<file path="config.mk">
export PLATFORM = sky130hd
export DESIGN_NAME = mio_uart_tx
export DESIGN_NICKNAME = d
export VERILOG_FILES = /design/src/rtl/mio_pkg.sv /design/src/rtl/sync_fifo.sv /design/src/rtl/mio_uart_tx.sv
export SDC_FILE = /design/constraint.sdc
export NUM_CORES = 1
export LEC_CHECK = 0
export ABC_AREA = 1
export BUFFER_PORTS_ARGS = -buffer_cell sky130_fd_sc_hd__buf_2
export CAP_MARGIN = 25
export CELL_PAD_IN_SITES_DETAIL_PLACEMENT = 0
export CELL_PAD_IN_SITES_GLOBAL_PLACEMENT = 1
export CORE_MARGIN = 1
export CORE_UTILIZATION = 51
export CTS_CLUSTER_SIZE = 28
export DETAILED_ROUTE_END_ITERATION = 7
export PLACE_DENSITY_LB_ADDON = 0.1
export SYNTH_ARGS = -nofsm -noshare
export SYNTH_HDL_FRONTEND = slang
export SYNTH_HIERARCHICAL = 1
export SYNTH_SLANG_ARGS = --single-unit
</file>
<file path="constraint.sdc">
create_clock -name clk -period 4.4 [get_ports clk]
set_input_delay 0.88 -clock clk [delete_from_list [all_inputs] [get_ports clk]]
set_output_delay 0.88 -clock clk [all_outputs]
set_load 0.01 [all_outputs]
</file>
<file path="src/rtl/mio_pkg.sv">
// rtl/mio_pkg.sv - shared MIO UART status bit positions and transmitter FSM states
package mio_pkg;

  localparam int ST_BUSY    = 0;
  localparam int ST_FULL    = 1;
  localparam int ST_EMPTY   = 2;
  localparam int ST_OVF     = 3;
  localparam int ST_CNT_LSB = 4;
  localparam int ST_CNT_W   = 7;

  typedef enum logic [1:0] {
    IDLE  = 2'd0,
    START = 2'd1,
    DATA  = 2'd2,
    STOP  = 2'd3
  } uart_state_e;

endpackage

</file>
<file path="src/rtl/sync_fifo.sv">
// rtl/sync_fifo.sv - single-clock FIFO with count; a push into a full FIFO is accepted only alongside a pop
module sync_fifo #(
  parameter int WIDTH = 8,
  parameter int DEPTH = 8,
  localparam int AW = $clog2(DEPTH),
  localparam int CW = AW + 1
) (
  input  logic             clk,
  input  logic             rst,
  input  logic             push,
  input  logic [WIDTH-1:0] wr_data,
  input  logic             pop,
  output logic [WIDTH-1:0] rd_data,
  output logic             full,
  output logic             empty,
  output logic [CW-1:0]    count
);

  logic [WIDTH-1:0] mem_q [DEPTH];
  logic [WIDTH-1:0] mem_d [DEPTH];
  logic [AW-1:0]    wr_ptr_q, wr_ptr_d;
  logic [AW-1:0]    rd_ptr_q, rd_ptr_d;
  logic [CW-1:0]    count_q, count_d;
  logic             do_push, do_pop;

  always_comb begin
    do_pop   = pop && (count_q != '0);
    do_push  = push && ((count_q != CW'(DEPTH)) || do_pop);
    mem_d    = mem_q;
    wr_ptr_d = wr_ptr_q;
    rd_ptr_d = rd_ptr_q;
    count_d  = count_q;
    if (do_push) begin
      mem_d[wr_ptr_q] = wr_data;
      wr_ptr_d        = wr_ptr_q + 1'b1;
    end
    if (do_pop) begin
      rd_ptr_d = rd_ptr_q + 1'b1;
    end
    case ({do_push, do_pop})
      2'b10:   count_d = count_q + 1'b1;
      2'b01:   count_d = count_q - 1'b1;
      default: count_d = count_q;
    endcase
  end

  // Storage needs no reset: the pointers and count define what is valid.
  always_ff @(posedge clk) begin
    mem_q <= mem_d;
  end

  always_ff @(posedge clk or posedge rst) begin
    if (rst) begin
      wr_ptr_q <= '0;
      rd_ptr_q <= '0;
      count_q  <= '0;
    end else begin
      wr_ptr_q <= wr_ptr_d;
      rd_ptr_q <= rd_ptr_d;
      count_q  <= count_d;
    end
  end

  assign rd_data = mem_q[rd_ptr_q];
  assign full    = (count_q == CW'(DEPTH));
  assign empty   = (count_q == '0);
  assign count   = count_q;

endmodule

</file>
<file path="src/rtl/mio_uart_tx.sv">
// rtl/mio_uart_tx.sv - MIO bus UART transmitter: byte FIFO feeding an 8N1 baud-rate serialiser
module mio_uart_tx
  import mio_pkg::*;
#(
  parameter int CLK_HZ     = 100000000,
  parameter int BAUD       = 115200,
  parameter int FIFO_DEPTH = 8
) (
  input  logic        clk,
  input  logic        rst,
  input  logic        wr_en,
  input  logic [7:0]  wr_data,
  input  logic        clr_ovf,
  output logic [31:0] status,
  output logic        txd
);

  localparam int DIV = (CLK_HZ + BAUD / 2) / BAUD;
  localparam int BW  = $clog2(DIV);
  localparam int CW  = $clog2(FIFO_DEPTH) + 1;
  localparam logic [BW-1:0] BAUD_LAST = BW'(DIV - 1);

  uart_state_e   state_q, state_d;
  logic [BW-1:0] baud_q, baud_d;
  logic [2:0]    bit_q, bit_d;
  logic [7:0]    shift_q, shift_d;
  logic          txd_q, txd_d;
  logic          ovf_q, ovf_d;

  logic          fifo_pop;
  logic [7:0]    fifo_head;
  logic          fifo_full;
  logic          fifo_empty;
  logic [CW-1:0] fifo_count;
  logic          baud_wrap;
  logic          overflow;

  sync_fifo #(
    .WIDTH (8),
    .DEPTH (FIFO_DEPTH)
  ) u_fifo (
    .clk     (clk),
    .rst     (rst),
    .push    (wr_en),
    .wr_data (wr_data),
    .pop     (fifo_pop),
    .rd_data (fifo_head),
    .full    (fifo_full),
    .empty   (fifo_empty),
    .count   (fifo_count)
  );

  always_comb begin
    state_d   = state_q;
    baud_d    = baud_q;
    bit_d     = bit_q;
    shift_d   = shift_q;
    fifo_pop  = 1'b0;
    baud_wrap = (baud_q == BAUD_LAST);
    case (state_q)
      IDLE: begin
        if (!fifo_empty) begin
          fifo_pop = 1'b1;
          shift_d  = fifo_head;
          baud_d   = '0;
          bit_d    = '0;
          state_d  = START;
        end
      end
      START: begin
        if (baud_wrap) begin
          baud_d  = '0;
          state_d = DATA;
        end else begin
          baud_d = baud_q + 1'b1;
        end
      end
      DATA: begin
        if (baud_wrap) begin
          baud_d  = '0;
          shift_d = shift_q >> 1;
          bit_d   = bit_q + 1'b1;
          if (bit_q == 3'd7) begin
            state_d = STOP;
          end
        end else begin
          baud_d = baud_q + 1'b1;
        end
      end
      STOP: begin
        if (baud_wrap) begin
          baud_d  = '0;
          state_d = IDLE;
        end else begin
          baud_d = baud_q + 1'b1;
        end
      end
      default: state_d = IDLE;
    endcase

    // txd follows the next state so the start bit appears on the pop edge.
    case (state_d)
      START:   txd_d = 1'b0;
      DATA:    txd_d = shift_d[0];
      default: txd_d = 1'b1;
    endcase

    overflow = wr_en && fifo_full && !fifo_pop;
    if (overflow) begin
      ovf_d = 1'b1;
    end else if (clr_ovf) begin
      ovf_d = 1'b0;
    end else begin
      ovf_d = ovf_q;
    end
  end

  always_ff @(posedge clk or posedge rst) begin
    if (rst) begin
      state_q <= IDLE;
      baud_q  <= '0;
      bit_q   <= '0;
      shift_q <= '0;
      txd_q   <= 1'b1;
      ovf_q   <= 1'b0;
    end else begin
      state_q <= state_d;
      baud_q  <= baud_d;
      bit_q   <= bit_d;
      shift_q <= shift_d;
      txd_q   <= txd_d;
      ovf_q   <= ovf_d;
    end
  end

  always_comb begin
    status                            = '0;
    status[ST_BUSY]                   = (state_q != IDLE) || !fifo_empty;
    status[ST_FULL]                   = fifo_full;
    status[ST_EMPTY]                  = fifo_empty;
    status[ST_OVF]                    = ovf_q;
    status[ST_CNT_LSB +: ST_CNT_W]    = ST_CNT_W'(fifo_count);
  end

  assign txd = txd_q;

endmodule

</file>
==> impl_results.md <==
- Status: finished, final reports clean
- CP Data Required Time: 4.38 ns
- Post-synth top area cell: edfxtp_1
- Synth Area in Simple Gates: 18.1%
- CTS tree: yes
- Finished Core Util: 57.0%
- Register area: 2800 um^2
- Number of global-route vias before repair: 2794
- Tightest Pin Transition: 1.08 ns
- Synth Area in XOR/XNOR: 2.02%
- Crit path launch type: flop
- Yosys reg bits: 99
- Total Wirelength: 8.65 mm
- Crit path launch: u_fifo/count[0]
- Initial DRT Pass Iterations: 4
- Placed cell areas: 4820 um^2
- FMAX: 380 MHz
- Synth unique cells: 42
- Period utilisation layout: 59.8%
- Adder and majority gate portion of the synthesized area: 2.26%
- Starting DRC count in detailed routing: 114
- Final instance area: 5070 um^2
- Worst R2R Path Depth: 10
- Compound-Gate Fraction of Synth Area: 8.30%
- Power Density: 416 nW/um^2
- Fin. Hold Viols: 0
- Layout area overhead: 6.41%
- DR vias: 2961
- Commonest cells in the netlist: nand2_1 (72), edfxtp_1 (64), nor2_1 (50)
- Worst endpoint data arrival time: 2.61 ns
- Post-layout power: 2.11 mW
- Post-synth top area share: 40.4%
- Nets: 482
- Max-cap violations: 0
- Dpl hpwl: 6.11 mm
- Comb pwr share: 15.2%
- Core area: 8890 um^2
- Clk buf depth: 2
- Slew Limit Fails: 0
- Fill count: 759
- Horiz. Die Dim: 98.6 um
- Clock group share of total power: 28.8%
- Resized Gates After CTS: 0
- Worst min-delay path class: input port to async pin
- Setup crit end kind: flop
- PortBufs: 20
- Top FF cell, synth: edfxtp_1
- Routability-driven placement congestion ratio: 0.765
- R2R Path End: u_fifo/mem_q[54]
- Synth warn: 6
- Largest family of logic cells by synthesized area: simple AND/OR/NAND/NOR gates
- Clock Sinks: 99
- Multi-input gate area: 1640 um^2
- Netlist Area Pre-Place: 4760 um^2
- Share of synthesized flip-flops with an asynchronous set or reset: 35.4%
- Initial core utilization: 53.6%
- Share of power burned in registers: 56.0%
- Flop-to-flop setup slack: 1.77 ns
- Mux contribution to synthesized area: 1.92%
- Post-CTS Hold Fix Bufs: 0
- Most common cell in the synthesized netlist: nand2_1
- DRC: 0
- ANT nets after route: 0
- # IOs: 45
- All-Layer GR Usage: 19.1%
- Relative slew slack: 27.2%
- Post-synth EDFFs: 64
- Sw Ratio: 28.8%
- Largest net degree at the start of global routing: 35
- Syn avg cell area: 10.7 um^2
- Layout cells sized above 1: 18.4%
- Leak: 2.09 nW
- Vias per cell: 5.15
- CP Class: flop to flop
- Initial antenna violation count: 0
- # setup viols final: 0
- Root Driver: clkbuf_8
- First-pass GRT wire length: 13.9 mm
- Worst vdd ir: 0.000219 V
- Routed len/inst: 15.0 um
- Int Pwr: 1.50 mW
- Worst-Skew Late Latency: 0.36 ns
- Diode count: 0
- GR Overflow Total: 0
- RSZ-0062 raised after global routing: no
- Post-route clock skew: 0.0113 ns
- Post-Synthesis Cells: 443
- Die Height: 98.6 um
- Sw Pwr: 606 uW
- Sequential share of the synthesized area: 58.8%
- Num rows: 34
- Worst r2r src: u_fifo/count[0]
- Last element of the critical path: u_fifo/mem_q[54]
- Number of buffers created by CTS: 9
- Min Tclk post-route: 2.63 ns
- Largest cells by area after synthesis: edfxtp_1 (40%), dfrtp_1 (18%), nand2_1 (5.7%)
- H-tree depth: 3
- Hold Slack: 0.423 ns
- Crit-path max FO: 12
- Setup Buffers After CTS: 0
- Clk pin slew, worst setup/hold paths: 0.10 ns
- Fin Setup TNS: 0 ns
- Die area: 9730 um^2
==> metrics by stage <==
| step | setup WS (ns) | std cells |
|---|---|---|
| 6_report | 1.77 | 575 |
| 5_1_grt | 1.62 | 575 |
| 4_1_cts | 1.72 | 573 |
| 3_5_place_dp | 1.75 | 557 |
| 3_3_place_gp | 1.86 | 557 |
| 2_1_floorplan | 2.12 | 466 |
==> state kept, by name, summed over array words and instances (netlist names) <==
signal and flops:
baud_q 10, bit_q 3, ovf_q 1, shift_q 8, state_q 2, txd 1
u_fifo/count 4, u_fifo/mem_q 64, u_fifo/rd_ptr_q 3, u_fifo/wr_ptr_q 3
==> routing by layer <==
layer | wire [um] | share of wire, % | up-vias | track usage [%]
met2 | 4250 | 49 | 54 | 32.1
met3 | 210 | 2.4 | 10 | 2.77
met5 | 0 | 0 | - | 0
met1 | 4080 | 47 | 1407 | 25.1
li1 | - | - | 1490 | -
met4 | 113 | 1.3 | 0 | 7.81
==> critical path, cell delays in order (launching register included) <==
cell and delay [ns]:
dfrtp_1 0.46, nor2_2 0.07, nand2_2 0.11, inv_1 0.07
inv_1 0.12, nand2_4 0.09, inv_4 0.17, nand2_4 0.11
nand2_4 0.11, nand3_2 0.10, nor3_1 0.84
==> layout by cell type (no fill, tap or decap), types with 4 or more instances in the layout <==
master | Yosys | routed
nor3_1 | 6 | 6
nand2_4 | 4 | 4
o21ai_0 | 29 | 29
inv_2 | 10 | 10
clkbuf_8 | 0 | 9
edfxtp_1 | 64 | 64
nand2_1 | 72 | 72
a22oi_1 | 6 | 6
o22ai_1 | 14 | 14
dfrtp_1 | 34 | 34
nand3_1 | 14 | 14
nor2_4 | 4 | 4
xor2_1 | 8 | 8
a21oi_1 | 5 | 5
buf_2 | 5 | 20
conb_1 | 1 | 24
inv_1 | 22 | 22
o21ai_1 | 10 | 10
mux2i_1 | 8 | 8
nand2_2 | 11 | 11
nor2_1 | 50 | 50
ha_1 | 7 | 7
==> final cells by class <==
class                      count  share of cell area, %
timing repair buffer          23                   2.81
tap                          108                   2.67
multi-input combinational    294                   32.4
sequential                    99                   55.2
inverter                      35                   2.74
clock inverter                 7                   1.65
clock buffer                   9                   2.44
==> cells by family after synthesis <==
group                    count (synthesis)
AO/OA/AOI/OAI                           68
XOR/XNOR                                11
adder cells (fa/ha/maj)                  8
buffers and inverters                   73
flip-flops                              99
multiplexers                             9
other                                    1
AND/OR/NAND/NOR                        174
==> how the worst min path moves through the flow <==
stage                      end  cells past startpoint
4_1_cts        u_fifo/count[1]                      2
3_5_place_dp        shift_q[7]                      2
2_1_floorplan       shift_q[7]                      2
5_1_grt                  ovf_q                      2
3_3_place_gp        shift_q[7]                      2
6_report             baud_q[1]                      2
==> power groups by stage <==
stage / clock network, mW / registers (mW) / logic, mW
after floorplan: 0 / 1.19 / 0.251
after global placement: 0 / 1.20 / 0.316
after detailed placement: 0 / 1.20 / 0.318
after CTS: 0.629 / 1.18 / 0.319
after global routing: 0.660 / 1.19 / 0.363
final: 0.608 / 1.18 / 0.320
No activity file was read; power rests on OpenSTA's default activity.
